### src/rtl/cussen_seq.sv
// cussen_seq: time-shares one 9-input sort engine across a serial sample stream.
//
// Frame flow: FILL gathers N samples into the sorter input slots, WAIT holds them
// stable for SORT_LAT cycles, and the sorted vector and unique count are then
// captured and streamed out in DRAIN. Frames never overlap.
//
// Ports:
//   clk, rst_n        clock, asynchronous active-low reset
//   flush             synchronous abort of the current frame
//   s_valid/s_ready   input sample handshake, s_data = sample
//   srt_in            packed sorter inputs (slot 0 in the low W bits)
//   srt_out, srt_uniq sorter results (slot 0 = smallest) and unique count
//   m_valid/m_ready   output sample handshake, m_data = sorted sample
//   m_last            marks the final sample of a frame
//   m_uniq            unique count of the frame being drained (held until next capture)
//   sort_err          sticky: a captured vector was not nondecreasing
//   frames_done       completed-frame counter (wraps)
module cussen_seq #(
  parameter int unsigned N        = 9,
  parameter int unsigned W        = 8,
  parameter int unsigned SORT_LAT = 8
) (
  input  logic           clk,
  input  logic           rst_n,
  input  logic           flush,
  input  logic           s_valid,
  output logic           s_ready,
  input  logic [W-1:0]   s_data,
  output logic [N*W-1:0] srt_in,
  input  logic [N*W-1:0] srt_out,
  input  logic [3:0]     srt_uniq,
  output logic           m_valid,
  input  logic           m_ready,
  output logic [W-1:0]   m_data,
  output logic           m_last,
  output logic [3:0]     m_uniq,
  output logic           sort_err,
  output logic [15:0]    frames_done
);

  localparam int unsigned IdxW = (N > 1) ? $clog2(N) : 1;
  localparam logic [IdxW-1:0] LastIdx = IdxW'(N - 1);
  localparam logic [7:0]      LatLast = 8'(SORT_LAT - 1);

  typedef enum logic [1:0] {StFill, StWait, StDrain} state_e;

  state_e          r_state;
  logic [IdxW-1:0] r_fill_idx;
  logic [IdxW-1:0] r_drain_idx;
  logic [7:0]      r_wait_cnt;
  logic [W-1:0]    r_slot [N];
  logic [W-1:0]    r_res  [N];
  logic [3:0]      r_uniq;
  logic            r_sort_err;
  logic [15:0]     r_frames;
  logic            w_unsorted;

  // Any descending adjacent pair in the raw sorter output flags a bad sort.
  always_comb begin
    w_unsorted = 1'b0;
    for (int k = 0; k < int'(N) - 1; k++) begin
      if (srt_out[k*W +: W] > srt_out[(k+1)*W +: W]) w_unsorted = 1'b1;
    end
  end

  always_ff @(posedge clk or negedge rst_n) begin
    if (!rst_n) begin
      r_state     <= StFill;
      r_fill_idx  <= '0;
      r_drain_idx <= '0;
      r_wait_cnt  <= '0;
      r_uniq      <= '0;
      r_sort_err  <= 1'b0;
      r_frames    <= '0;
      for (int k = 0; k < int'(N); k++) begin
        r_slot[k] <= '0;
        r_res[k]  <= '0;
      end
    end else if (flush) begin
      // Abort wins over any handshake or capture this cycle.
      r_state     <= StFill;
      r_fill_idx  <= '0;
      r_drain_idx <= '0;
      r_wait_cnt  <= '0;
    end else begin
      unique case (r_state)
        StFill: begin
          if (s_valid) begin
            r_slot[r_fill_idx] <= s_data;
            if (r_fill_idx == LastIdx) begin
              r_state    <= StWait;
              r_fill_idx <= '0;
              r_wait_cnt <= '0;
            end else begin
              r_fill_idx <= r_fill_idx + 1'b1;
            end
          end
        end
        StWait: begin
          if (r_wait_cnt == LatLast) begin
            for (int k = 0; k < int'(N); k++) begin
              r_res[k] <= srt_out[k*W +: W];
            end
            r_uniq      <= srt_uniq;
            r_state     <= StDrain;
            r_drain_idx <= '0;
            if (w_unsorted) r_sort_err <= 1'b1;
          end else begin
            r_wait_cnt <= r_wait_cnt + 8'd1;
          end
        end
        StDrain: begin
          if (m_ready) begin
            if (r_drain_idx == LastIdx) begin
              r_state     <= StFill;
              r_fill_idx  <= '0;
              r_drain_idx <= '0;
              r_frames    <= r_frames + 16'd1;
            end else begin
              r_drain_idx <= r_drain_idx + 1'b1;
            end
          end
        end
        default: r_state <= StFill;
      endcase
    end
  end

  always_comb begin
    srt_in = '0;
    for (int k = 0; k < int'(N); k++) begin
      srt_in[k*W +: W] = r_slot[k];
    end
  end

  assign s_ready     = (r_state == StFill);
  assign m_valid     = (r_state == StDrain);
  assign m_data      = r_res[r_drain_idx];
  assign m_last      = (r_state == StDrain) && (r_drain_idx == LastIdx);
  assign m_uniq      = r_uniq;
  assign sort_err    = r_sort_err;
  assign frames_done = r_frames;

endmodule
### config.mk
export PLATFORM = sky130hd
export DESIGN_NAME = cussen_seq
export DESIGN_NICKNAME = d
export VERILOG_FILES = /design/src/rtl/cussen_seq.sv
export SDC_FILE = /design/constraint.sdc
export NUM_CORES = 1
export LEC_CHECK = 0
export ABC_CLOCK_PERIOD_IN_PS = 4990
export CORE_MARGIN = 2
export CORE_UTILIZATION = 46
export DETAILED_ROUTE_END_ITERATION = 16
export PLACE_DENSITY = 0.73
export RECOVER_POWER = 100
export SLEW_MARGIN = 20
export SYNTH_ARGS = -nofsm -noshare
export SYNTH_HDL_FRONTEND = slang
export SYNTH_SLANG_ARGS = --single-unit
### constraint.sdc
create_clock -name clk -period 4.99 [get_ports clk]
set_input_delay 0.998 -clock clk [delete_from_list [all_inputs] [get_ports clk]]
set_output_delay 0.998 -clock clk [all_outputs]
set_load 0.01 [all_outputs]
=== Word level (Yosys, flattened, before mapping) ===
Cells that the tools add are included.
W data, S select, Z words.

* Flip-flop bits (word level): 183
* Input port bits: 89
* Output and inout port bits: 104
* Logic and storage cells: 105

* $add $sub $neg: 4
* Order comparisons: 11
* Eq/ne operators: 11
* Multiplexer cells: 37
* Bitwise logic cells: 3
* Reductions and logical operators: 14

{| class="wikitable"
|+ Operators by type and width
! cell !! number
|-
| $bwmux W72 || 1
|-
| $gt A8 B8 Y1 || 8
|-
| $mux W8 || 7
|-
| $mux W4 || 9
|-
| $bmux W8 S4 || 1
|-
| $demux W8 S4 || 1
|-
| $add A16 B1 Y16 const B || 1
|-
| $pmux W4 S2 || 2
|-
| $pmux W8 S2 || 1
|-
| $reduce_and A4 Y1 || 4
|-
| $mux W2 || 6
|-
| $ge A5 B5 Y1 const B || 2
|-
| $not A4 Y5 || 2
|-
| $ne A3 B2 Y1 const B || 3
|-
| $ne A3 B3 Y1 const B || 3
|-
| $reduce_and A3 Y1 || 3
|-
| $reduce_bool A3 Y1 || 3
|-
| $add A4 B1 Y4 const B || 2
|-
| $add A8 B1 Y8 const B || 1
|-
| $eq A4 B4 Y1 const B || 2
|-
| $eq A8 B3 Y1 const B || 1
|-
| $mux W1 || 8
|-
| $pmux W2 S3 || 1
|-
| $lt A5 B1 Y1 const B || 1
|-
| other kinds (6) || 7
|}

=== Longest topological paths before layout ===
Gate-level depths: netlist of the first run.

* Word-level depth: 10
* Gate-level depth with buffers: 10
* Depth with buffers taken out: 8

=== Least setup slack after synthesis of the first run ===
No wires, ideal clock.

* Path type: reg-to-output
* From: register r_drain_idx[0]
* To: output m_data[0]
* Data arrival time: 1.724 ns
* Path slack: 2.268 ns
* Stages on the path, launching flop included: 5
* Buffers on the path: 1
* Cells stage by stage: dfrtp_1 > buf_1 > nor4b_1 > nand2_1 > o21ai_0

* Cells in the longest elaborated chain, start to end: 4

{| class="wikitable"
|+ Ends and longest elaborated chain
! what !! RTL line !! source
|-
| start, declared || 49 || <nowiki>logic [IdxW-1:0] r_drain_idx;</nowiki>
|-
| start signal, assigned || 120 || <nowiki>r_drain_idx <= r_drain_idx + 1'b1;</nowiki>
|-
| $not A4 Y5 (implied by the code) || 138 || <nowiki>assign m_data = r_res[r_drain_idx];</nowiki>
|-
| $bmux W8 S4 || 138 ||
|-
| $mux W8 (implied by the code) (2 in a row) || 138 ||
|-
| end, declared || 34 || <nowiki>output logic [W-1:0] m_data,</nowiki>
|}

No other way between the ends. The select of a mux whose other input is x is not followed.

=== Worst setup path in the final report of the first run ===
* From: register r_drain_idx[0]
* To: output m_data[6]

Same word-level chain as after synthesis.

==> out/results.txt, run 1 <==
Commonest cells in the synthesized netlist - 183 x dfrtp_1, 146 x nand2_1, 77 x inv_1
First-pass GRT wire length - 37500 um
Synth unique cells - 47
Critical path launch point type - flop
Clock Path Buffers - 2
Post-DR vias/cell - 5.28
Area Growth Syn to Fin - 27.1%
Avg Synthesized Cell Area - 10.7 um2
Period Utilization, post-route - 80.2%
DR pass1 iterations - 4
Post-CTS Hold Fix Bufs - 0
Critical Path RT - 3990 ps
Detailed placement HPWL - 18400 um
Post-CTS Setup Bufs - 0
EDFF count, synth - 0
Max Freq - 0.250 GHz
Final count of pins violating max slew - 98
Clk sinks - 183
Final setup viols - 0
Crit Path Class - reg2out
Yosys reg bits - 183
Crit path DAT - 3000 ps
Metal-1 WL - 10200 um
Unrepaired setup endpoints after global routing - no
Total power draw - 3.87 mW
Nets - 1235
Most numerous cell in the Yosys netlist - dfrtp_1
Setup TNS - 0 ps
Sequential fraction of the synthesis area - 48.3%
PD cells - 321 nW/um2
CP max FO - 18
Overflow after GRT - 0
Synth area leaders - dfrtp_1 48%, ha_1 9.5%, mux2_2 8.8%
Crit path time final - 4000 ps
GRT Total Usage - 22.3%
Hold crit path type - reg2reg
Worst hold start - frames_done[15]
CTS Buf Count - 17
Main flop type after synthesis - dfrtp_1
IO Pins - 193
Syn_nets - 1050
Layout cells sized above 1 - 11.7%
Status - complete, but fails checks
Worst VDD drop - 0.199 mV
Yosys warning count - 0
Initial DRC count - 335
CTS tree - built
Worst r2r src - r_drain_idx[0]
Mapped Cells - 889
Worst setup EP type - primary output
Leading area contributor after synthesis - dfrtp_1
Routability cong. - 0.917
Leak - 5.86 nW
WL met2 - 11600 um
Initial antenna violation count - 0
Die area - 21800 um2
Critical Path Start - r_drain_idx[0]
Post-synth top area share - 48.3%
Mapped Area - 9480 um2
Vias in the first global route - 6950
Row count - 52
Max-cap violations - 1
IO buf count - 192
Post-Route WL - 23500 um
Core footprint - 20200 um2
Root buf cell - clkbuf_16
Post-route core utilization - 59.5%
DIE HEIGHT - 148 um
Async SR Flop Fraction - 100%
Reg clk slew, reported paths - 70 ps
Drt drc - 0
Worst slew pin tran - 2390 ps
Met3 routed WL - 1020 um
Clock H-tree levels - 4
Worst skew pair latency - 430 ps
Die X - 148 um
Worst slew margin - -59.1%
Via Count - 7167
Failing checks - capacitance limit, slew limit
Wire per inst - 17.4 um
Post-CTS Resized - 0
Largest net degree at the start of global routing - 98
Post-DRT Antenna Nets - 0
Final hold viol count - 0
Starting Density - 46.8%
Worst Skew - 8.52 ps
Top sig layer - met4
Antenna Cells - 0
## flip-flops by register name, summed over array words and instances (netlist names)
register	cells
r_fill_idx	4
sort_err	1
r_res	72
m_uniq	4
srt_in	72
r_state	2
r_wait_cnt	8
r_drain_idx	4
frames_done	16
## logic make-up (layout without fill, tap and decap cells)
group / after synthesis / in the layout / share of synthesized area (%)
simple gates: 245 / 245 / 11.9
flops: 183 / 183 / 48.3
compound gates: 166 / 166 / 10.0
buf+inv: 110 / 308 / 5.39
mux: 98 / 98 / 13.4
fa+ha+maj: 72 / 72 / 9.51
xor+xnor: 15 / 15 / 1.39
## final timing paths
path | cells past startpoint | slack [ps] | endpoint
setup / recovery | 4 | 990 | m_data[6]
hold / removal | 1 | 470 | frames_done[15]
setup reg to reg | 8 | 1930 | r_fill_idx[0]
hold reg to reg | 1 | 470 | frames_done[15]
max in group asynchronous | 2 | 1540 | srt_in[28]
min in group asynchronous | 1 | 1280 | frames_done[9]
## routing by layer
| layer | GRT usage, % | vias up |
|---|---|---|
| met5 | 0 | - |
| met4 | 8.89 | 0 |
| met3 | 4.04 | 36 |
| met2 | 36.6 | 197 |
| met1 | 29.4 | 3490 |
| li1 | - | 3444 |
## power breakdown
group | switching [mW] | internal, mW
clock | 0.613 | 0.733
sequential | 0.0771 | 1.65
combinational | 0.353 | 0.447
total | 1.04 | 2.83
## per-stage QoR
step                      hold slack [ps]  setup slack (ps)  instance area, um2  std cells
after floorplan                       440              2270                9480        889
after global placement                460              1530               11600       1325
after detailed placement              467              1480               11600       1325
after CTS                             476              1020               12200       1357
after global routing                  495               785               12000       1357
final                                 466               990               12000       1357
## critical path: stages (launching register included)
cell and delay (ps):
dfrtp_1 970, mux4_2 590, mux2i_1 150, o21ai_0 180
dlygate4sd3_1 670
## final cells by class
cell class | count | area, um2
fill | 1698 | 8190
sequential | 183 | 4580
multi-input combinational | 596 | 4300
timing repair buffer | 199 | 1950
clock buffer | 20 | 457
tap | 270 | 338
inverter | 77 | 289
clock inverter | 12 | 133
## cells in the final DEF (no fill, tap or decap), types with 2 or more instances in the layout
| cell | netlist | final |
|---|---|---|
| xnor2_1 | 12 | 12 |
| clkbuf_2 | 0 | 3 |
| nand3b_1 | 4 | 4 |
| clkdlybuf4s50_1 | 0 | 87 |
| clkbuf_1 | 10 | 5 |
| a21oi_1 | 37 | 37 |
| clkinv_4 | 0 | 4 |
| mux2i_1 | 8 | 8 |
| o31ai_1 | 2 | 2 |
| o21ai_0 | 54 | 113 |
| nand4_1 | 25 | 25 |
| nand2_1 | 146 | 150 |
| nor2_1 | 17 | 17 |
| nor2b_1 | 9 | 9 |
| dfrtp_1 | 183 | 183 |
| clkbuf_8 | 0 | 2 |
| mux2_2 | 74 | 74 |
| o211ai_1 | 4 | 4 |
| and3_1 | 6 | 6 |
| nor4b_1 | 2 | 2 |
| nor4_1 | 2 | 2 |
| o21ai_1 | 41 | 2 |
| ha_1 | 72 | 72 |
| inv_8 | 0 | 3 |
| mux4_2 | 16 | 16 |
| xor2_1 | 3 | 3 |
| and2_0 | 0 | 4 |
| nand2b_1 | 5 | 5 |
| clkbuf_16 | 0 | 17 |
| inv_1 | 77 | 77 |
| dlygate4sd3_1 | 0 | 104 |
| nand3_1 | 13 | 13 |
| inv_6 | 0 | 3 |
Power figures use the tool's default switching activity.
==> run 2: changes to the inputs <==
--- a/config.mk
+++ b/config.mk
@@ -5,7 +5,7 @@
 export SDC_FILE = /design/constraint.sdc
 export NUM_CORES = 1
 export LEC_CHECK = 0
-export ABC_CLOCK_PERIOD_IN_PS = 4990
+export ABC_CLOCK_PERIOD_IN_PS = 3800
 export CORE_MARGIN = 2
 export CORE_UTILIZATION = 46
 export DETAILED_ROUTE_END_ITERATION = 16
==> constraint.sdc (replaced) <==
create_clock -name clk -period 3.8 [get_ports clk]
set_input_delay 0.76 -clock clk [delete_from_list [all_inputs] [get_ports clk]]
set_output_delay 0.76 -clock clk [all_outputs]
set_load 0.01 [all_outputs]
==> run 2 against run 1 <==
Net effect: the run still ends with capacitance limit, slew limit left; wire length shrank 1.0%; sequential share of layout area is 0.076 points lower; non-clock buffer count increased by 2; clock skew increased by 0.81 ps; register-to-register slack got worse by 930 ps; setup slack worse by 660 ps; design area increased by 0.23%; flip-flop and latch count did not move; combinational power increased by 32%; clock power rose by 33%; total power is 32% higher; count of clock-buffer cells in the layout shrank 3; largest cell class unchanged.
==> out/results.txt, run 2 (same netlist as run 1, synthesis figures left out) <==
Core footprint - 20200 um2 (unchanged)
Reg clk slew, reported paths - 70 ps (about the same)
Max-cap violations - 2 (was 1)
Critical path launch point type - flop (unchanged)
Max Freq - 0.288 GHz
FILL cells - 1749 (was 1698)
Worst skew pair latency - 430 ps (about the same)
Crit path DAT - 2710 ps (was 3000 ps)
Crit path time final - 3470 ps
Drt drc - 0 (unchanged)
Worst r2r src - r_drain_idx[0] (unchanged)
Post-DR vias/cell - 5.30 (was 5.28)
Post-Route WL - 23300 um (was 23500 um)
Wire per inst - 17.1 um (was 17.4 um)
CTS Buf Count - 17 (unchanged)
Critical Path RT - 3040 ps (was 3990 ps)
Crit Path Class - reg2out (unchanged)
Hold crit path type - reg2reg (unchanged)
Clk sinks - 183 (unchanged)
Vias in the first global route - 7135 (was 6950)
Top delay family on crit path - buffers and inverters (was flip-flops)
Final setup viols - 0 (unchanged)
Root buf cell - clkbuf_16 (unchanged)
Max stage delay cell, worst path - dlygate4sd3_1 (was dfrtp_1)
Via Count - 7202 (was 7167)
Overflow after GRT - 0 (unchanged)
Layout cells sized above 1 - 12.0% (was 11.7%)
Final hold viol count - 0 (unchanged)
Worst Skew - 9.34 ps (was 8.52 ps)
Row count - 52 (unchanged)
Cells on worst reg2reg path - 8 (unchanged)
Failing checks - capacitance limit, slew limit (unchanged)
Status - complete, but fails checks (unchanged)
DIE HEIGHT - 148 um (unchanged)
Clock Path Buffers - 2 (unchanged)
Initial DRC count - 306 (was 335)
First-pass GRT wire length - 37400 um (was 37500 um)
Largest net degree at the start of global routing - 102 (was 98)
Period Utilization, post-route - 91.2%
WP depth - 6 (was 4)
Initial antenna violation count - 0 (unchanged)
Max stage delay on crit path - 660 ps (was 970 ps)
Die area - 21800 um2 (unchanged)
GRT Total Usage - 22.1% (was 22.3%)
DR pass1 iterations - 4 (unchanged)
Setup TNS - 0 ps (unchanged)
Starting Density - 46.8% (unchanged)
IO buf count - 192 (unchanged)
Clock H-tree levels - 4 (unchanged)
Critical Path Start - r_drain_idx[0] (unchanged)
IO Pins - 193 (unchanged)
CP max FO - 17 (was 18)
Area Growth Syn to Fin - 27.4% (was 27.1%)
Worst VDD drop - 0.293 mV (was 0.199 mV)
Reg-to-Reg End - r_fill_idx[0] (unchanged)
Final count of pins violating max slew - 107 (was 98)
Post-DRT Antenna Nets - 0 (unchanged)
Commonest non-fill, non-tap cell in the layout - dfrtp_1 (unchanged)
Leak - 5.87 nW (was 5.86 nW)
Nets - 1237 (was 1235)
Most frequent cells in the layout - 182 x dfrtp_1, 150 x nand2_1, 111 x o21ai_0, 105 x dlygate4sd3_1, 86 x clkdlybuf4s50_1 (was 183 x dfrtp_1, 150 x nand2_1, 113 x o21ai_0, 104 x dlygate4sd3_1, 87 x clkdlybuf4s50_1)
CP Capture Point - m_data[6] (unchanged)
Critical path cell sequence - clkbuf_1 > nor4b_1 > buf_4 > nand2_1 > o21ai_0 > dlygate4sd3_1 (was mux4_2 > mux2i_1 > o21ai_0 > dlygate4sd3_1)
Worst setup EP type - primary output (unchanged)
Post-CTS Hold Fix Bufs - 0 (unchanged)
Post-CTS Setup Bufs - 0 (unchanged)
PD cells - 424 nW/um2 (was 321 nW/um2)
Antenna Cells - 0 (unchanged)
WP buf/inv - 3 (was 1)
Worst slew pin tran - 1570 ps (was 2390 ps)
Routability cong. - 0.891 (was 0.917)
Die X - 148 um (unchanged)
Worst slew margin - -4.90% (was -59.1%)
CTS tree - built (unchanged)
Detailed placement HPWL - 18100 um (was 18400 um)
Post-route core utilization - 59.7% (was 59.5%)
Hold path cells - 2 (was 1)
Unrepaired setup endpoints after global routing - no (unchanged)
R2r setup slk - 1000 ps (was 1930 ps)
-- run 2: layout make-up --
cell class / count / area [um2] / share of cell area, %
clock buffers: 17 / 425 / 3.52
clock inverters: 15 / 173 / 1.43
inverters: 77 / 289 / 2.39
multi-input cells: 596 / 4300 / 35.6
flip-flops and latches: 183 / 4580 / 37.9
well taps: 270 / 338 / 2.80
repair buffers: 201 / 1970 / 16.3
-- run 2: stage by stage --
stage / cells / worst slack (ps) / power, mW / instance area [um2] / hold slack (ps)
2_1_floorplan: 889 / 1320 / 2.76 / 9480 / 440
3_3_place_gp: 1327 / 624 / 3.44 / 11600 / 463
3_5_place_dp: 1327 / 615 / 3.47 / 11600 / 470
6_report: 1359 / 333 / 5.11 / 12100 / 475
4_1_cts: 1359 / 112 / 5.26 / 12200 / 333
5_1_grt: 1359 / 152 / 5.35 / 12100 / 499
-- run 2: worst min path at each step --
stage | from | end
CTS | rst_n | frames_done[15]
detailed placement | m_uniq[3] | m_uniq[3]
global placement | frames_done[15] | frames_done[15]
finish | m_uniq[3] | m_uniq[3]
floorplan | r_res[65] | r_res[65]
global route | r_wait_cnt[7] | r_wait_cnt[7]
-- run 2: worst min-delay path: stages (launching register included) --
cell	delay, ps
dfrtp_1	340
nand2_1	50
nand2_1	60
-- run 2: metal layers --
metal,vias to the layer above,routed length [um],GRT usage [%],part of all wire (%)
met5,-,0,0,0
met4,0,650,7.74,2.8
met3,36,1120,3.92,4.8
met2,215,11600,37.6,50
met1,3492,9900,28.5,42
li1,3459,-,-,-
-- run 2: what timing repair did --
action	CTS	global route
setup endpoints to repair	0	4
hold endpoints to repair	0	0
gates resized for setup	0	1
-- run 2: power by group --
group	leakage, nW	internal (mW)	switching, mW
combinational	3.09	0.587	0.472
sequential	2.49	2.16	0.103
clock	0.290	0.947	0.843
==> run 3: changes to the inputs <==
--- a/config.mk
+++ b/config.mk
@@ -6,10 +6,11 @@
 export NUM_CORES = 1
 export LEC_CHECK = 0
 export ABC_CLOCK_PERIOD_IN_PS = 3800
+export CAP_MARGIN = 5
 export CORE_MARGIN = 2
-export CORE_UTILIZATION = 46
+export CORE_UTILIZATION = 45
 export DETAILED_ROUTE_END_ITERATION = 16
-export PLACE_DENSITY = 0.73
+export PLACE_DENSITY = 0.71
 export RECOVER_POWER = 100
 export SLEW_MARGIN = 20
 export SYNTH_ARGS = -nofsm -noshare
==> run 3 against run 2 <==
Net effect: the run still ends with capacitance limit, slew limit left; setup slack worse by 46 ps; utilization shrank 1.5 points; non-clock buffer count shrank 1; die area rose by 2.2%.
==> out/results.txt, run 3 (same netlist as run 1, synthesis figures left out) <==
CTS tree - built (unchanged)
Crit path DAT - 2750 ps (was 2710 ps)
Crit path time final - 3510 ps (was 3470 ps)
Critical Path Start - r_drain_idx[1] (was r_drain_idx[0])
Reg-to-Reg End - r_res[42] (was r_fill_idx[0])
PD cells - 425 nW/um2 (was 424 nW/um2)
Antenna Cells - 0 (unchanged)
DR pass1 iterations - 5 (was 4)
Post-CTS Setup Bufs - 0 (unchanged)
Final worst slack - 287 ps (was 333 ps)
Die X - 149 um (was 148 um)
CP max FO - 22 (was 17)
Initial antenna violation count - 0 (unchanged)
Met2 Resource Use GR - 38.0% (was 37.6%)
Clock Path Buffers - 2 (unchanged)
Post-DRT Antenna Nets - 0 (unchanged)
Worst Skew - 13.1 ps (was 9.34 ps)
CTS Buf Count - 17 (unchanged)
Root buf cell - clkbuf_16 (unchanged)
Reg clk slew, reported paths - 70 ps (about the same)
Row count - 53 (was 52)
R2r setup slk - 900 ps (was 1000 ps)
DIE HEIGHT - 149 um (was 148 um)
Most frequent cells in the layout - 182 x dfrtp_1, 150 x nand2_1, 114 x o21ai_0, 105 x dlygate4sd3_1, 86 x clkdlybuf4s50_1 (was 182 x dfrtp_1, 150 x nand2_1, 111 x o21ai_0, 105 x dlygate4sd3_1, 86 x clkdlybuf4s50_1)
Worst slew pin tran - 2120 ps (was 1570 ps)
Post-DR vias/cell - 5.23 (was 5.30)
Routability cong. - 0.889 (was 0.891)
Largest net degree at the start of global routing - 142 (was 102)
Setup TNS - 0 ps (unchanged)
Max Freq - 0.285 GHz (was 0.288 GHz)
Overflow after GRT - 0 (unchanged)
Die area - 22200 um2 (was 21800 um2)
Count of non-filler cells in the finished layout - 1363 (was 1359)
Vias in the first global route - 7160 (was 7135)
Worst setup EP type - primary output (unchanged)
Critical path cell sequence - nor4b_1 > buf_4 > nand2_1 > o21ai_0 > dlygate4sd3_1 (was clkbuf_1 > nor4b_1 > buf_4 > nand2_1 > o21ai_0 > dlygate4sd3_1)
Nets - 1236 (was 1237)
CP Capture Point - m_data[2] (was m_data[6])
Critical path launch point type - flop (unchanged)
Max-cap violations - 1 (was 2)
Max stage delay cell, worst path - dfrtp_1 (was dlygate4sd3_1)
Placed Instances - 1331 (was 1327)
Period Utilization, post-route - 92.4% (was 91.2%)
First-pass GRT wire length - 38000 um (was 37400 um)
Post-CTS Resized - 0 (unchanged)
Layout cells sized above 1 - 12.0% (about the same)
Worst skew pair latency - 440 ps (was 430 ps)
Final setup viols - 0 (unchanged)
IO buf count - 192 (unchanged)
Leak - 5.88 nW (was 5.87 nW)
Failing checks - capacitance limit, slew limit (unchanged)
Max stage delay on crit path - 710 ps (was 660 ps)
Post-Route WL - 24000 um (was 23300 um)
Clock H-tree levels - 4 (unchanged)
FILL cells - 1842 (was 1749)
Via Count - 7134 (was 7202)
Initial DRC count - 306 (unchanged)
Area Growth Syn to Fin - 27.7% (was 27.4%)
Commonest non-fill, non-tap cell in the layout - dfrtp_1 (unchanged)
Wire per inst - 17.6 um (was 17.1 um)
Worst slew margin - -41.7% (was -4.90%)
Most Used Layer, Global Route - met2 (unchanged)
Clk sinks - 183 (unchanged)
Starting Density - 45.5% (was 46.8%)
Critical Path RT - 3040 ps (about the same)
Hold crit path type - reg2reg (unchanged)
Worst r2r src - r_wait_cnt[5] (was r_drain_idx[0])
Final hold viol count - 0 (unchanged)
Unrepaired setup endpoints after global routing - no (unchanged)
Core footprint - 20800 um2 (was 20200 um2)
IO Pins - 193 (unchanged)
Dpl ws - 588 ps (was 615 ps)
Post-route core utilization - 58.1% (was 59.7%)
Worst VDD drop - 0.286 mV (was 0.293 mV)
Status - complete, but fails checks (unchanged)
Post-CTS Hold Fix Bufs - 0 (unchanged)
Detailed placement HPWL - 18400 um (was 18100 um)
Cells on worst reg2reg path - 5 (was 8)
Final count of pins violating max slew - 86 (was 107)
GRT Total Usage - 22.3% (was 22.1%)
Grt met1 use - 28.3% (was 28.5%)
Drt drc - 0 (unchanged)
Crit Path Class - reg2out (unchanged)
Global routing usage on met3 - 3.52% (was 3.92%)
[run 3: cell count changes in the layout (fill, tap and decap cells not counted), sizes merged]
| cell | delta |
|---|---|
| clkinv | +8 |
| clkbuf | -2 |
| bufinv | -1 |
| clkinvlp | -1 |
| buf | +1 |
| inv | -6 |
[run 3: worst min path at each step]
stage | start | to | slack, ps | cells after the start
2_1_floorplan | r_res[65] | r_res[65] | 440 | 2
3_3_place_gp | m_uniq[3] | m_uniq[3] | 460 | 2
3_5_place_dp | m_uniq[3] | m_uniq[3] | 460 | 2
4_1_cts | rst_n | frames_done[14] | 410 | 1
5_1_grt | m_uniq[3] | m_uniq[3] | 510 | 2
6_report | frames_done[15] | frames_done[15] | 470 | 1
[run 3: routing by layer]
metal,part of all wire (%),vias to the layer above
met5,0,-
met4,3.8,0
met3,4.0,53
met2,51,221
met1,42,3394
li1,-,3466
[run 3: power by group]
group / internal (mW) / total, mW / switching [mW] / leakage [nW]
Clock: 0.904 / 1.80 / 0.899 / 0.298
Sequential: 2.16 / 2.27 / 0.104 / 2.49
Combinational: 0.588 / 1.07 / 0.484 / 3.09
[run 3: stage by stage]
step / instance area, um2 / power [mW] / hold WS, ps
after CTS: 12200 / 5.29 / 405
after global placement: 11600 / 3.45 / 459
final: 12100 / 5.14 / 466
after detailed placement: 11600 / 3.48 / 462
after floorplan: 9480 / 2.76 / 440
after global routing: 12100 / 5.38 / 507
[run 3: final cells by class]
type	instances	area (um2)	area share (%)
multi-input combinational	596	4300	35.5
timing repair buffer	200	1970	16.3
inverter	77	289	2.39
sequential	183	4580	37.9
clock buffer	17	425	3.52
clock inverter	15	200	1.65
tap	275	344	2.84
[run 3: worst max-delay path, delay by kind of cell, from the launching register on]
| kind | cells | cell delay, ps |
|---|---|---|
| DFF | 1 | 710 |
| buffers and inverters | 2 | 870 |
| AOI/OAI and AO/OA | 1 | 120 |
| and+or+nand+nor | 2 | 620 |
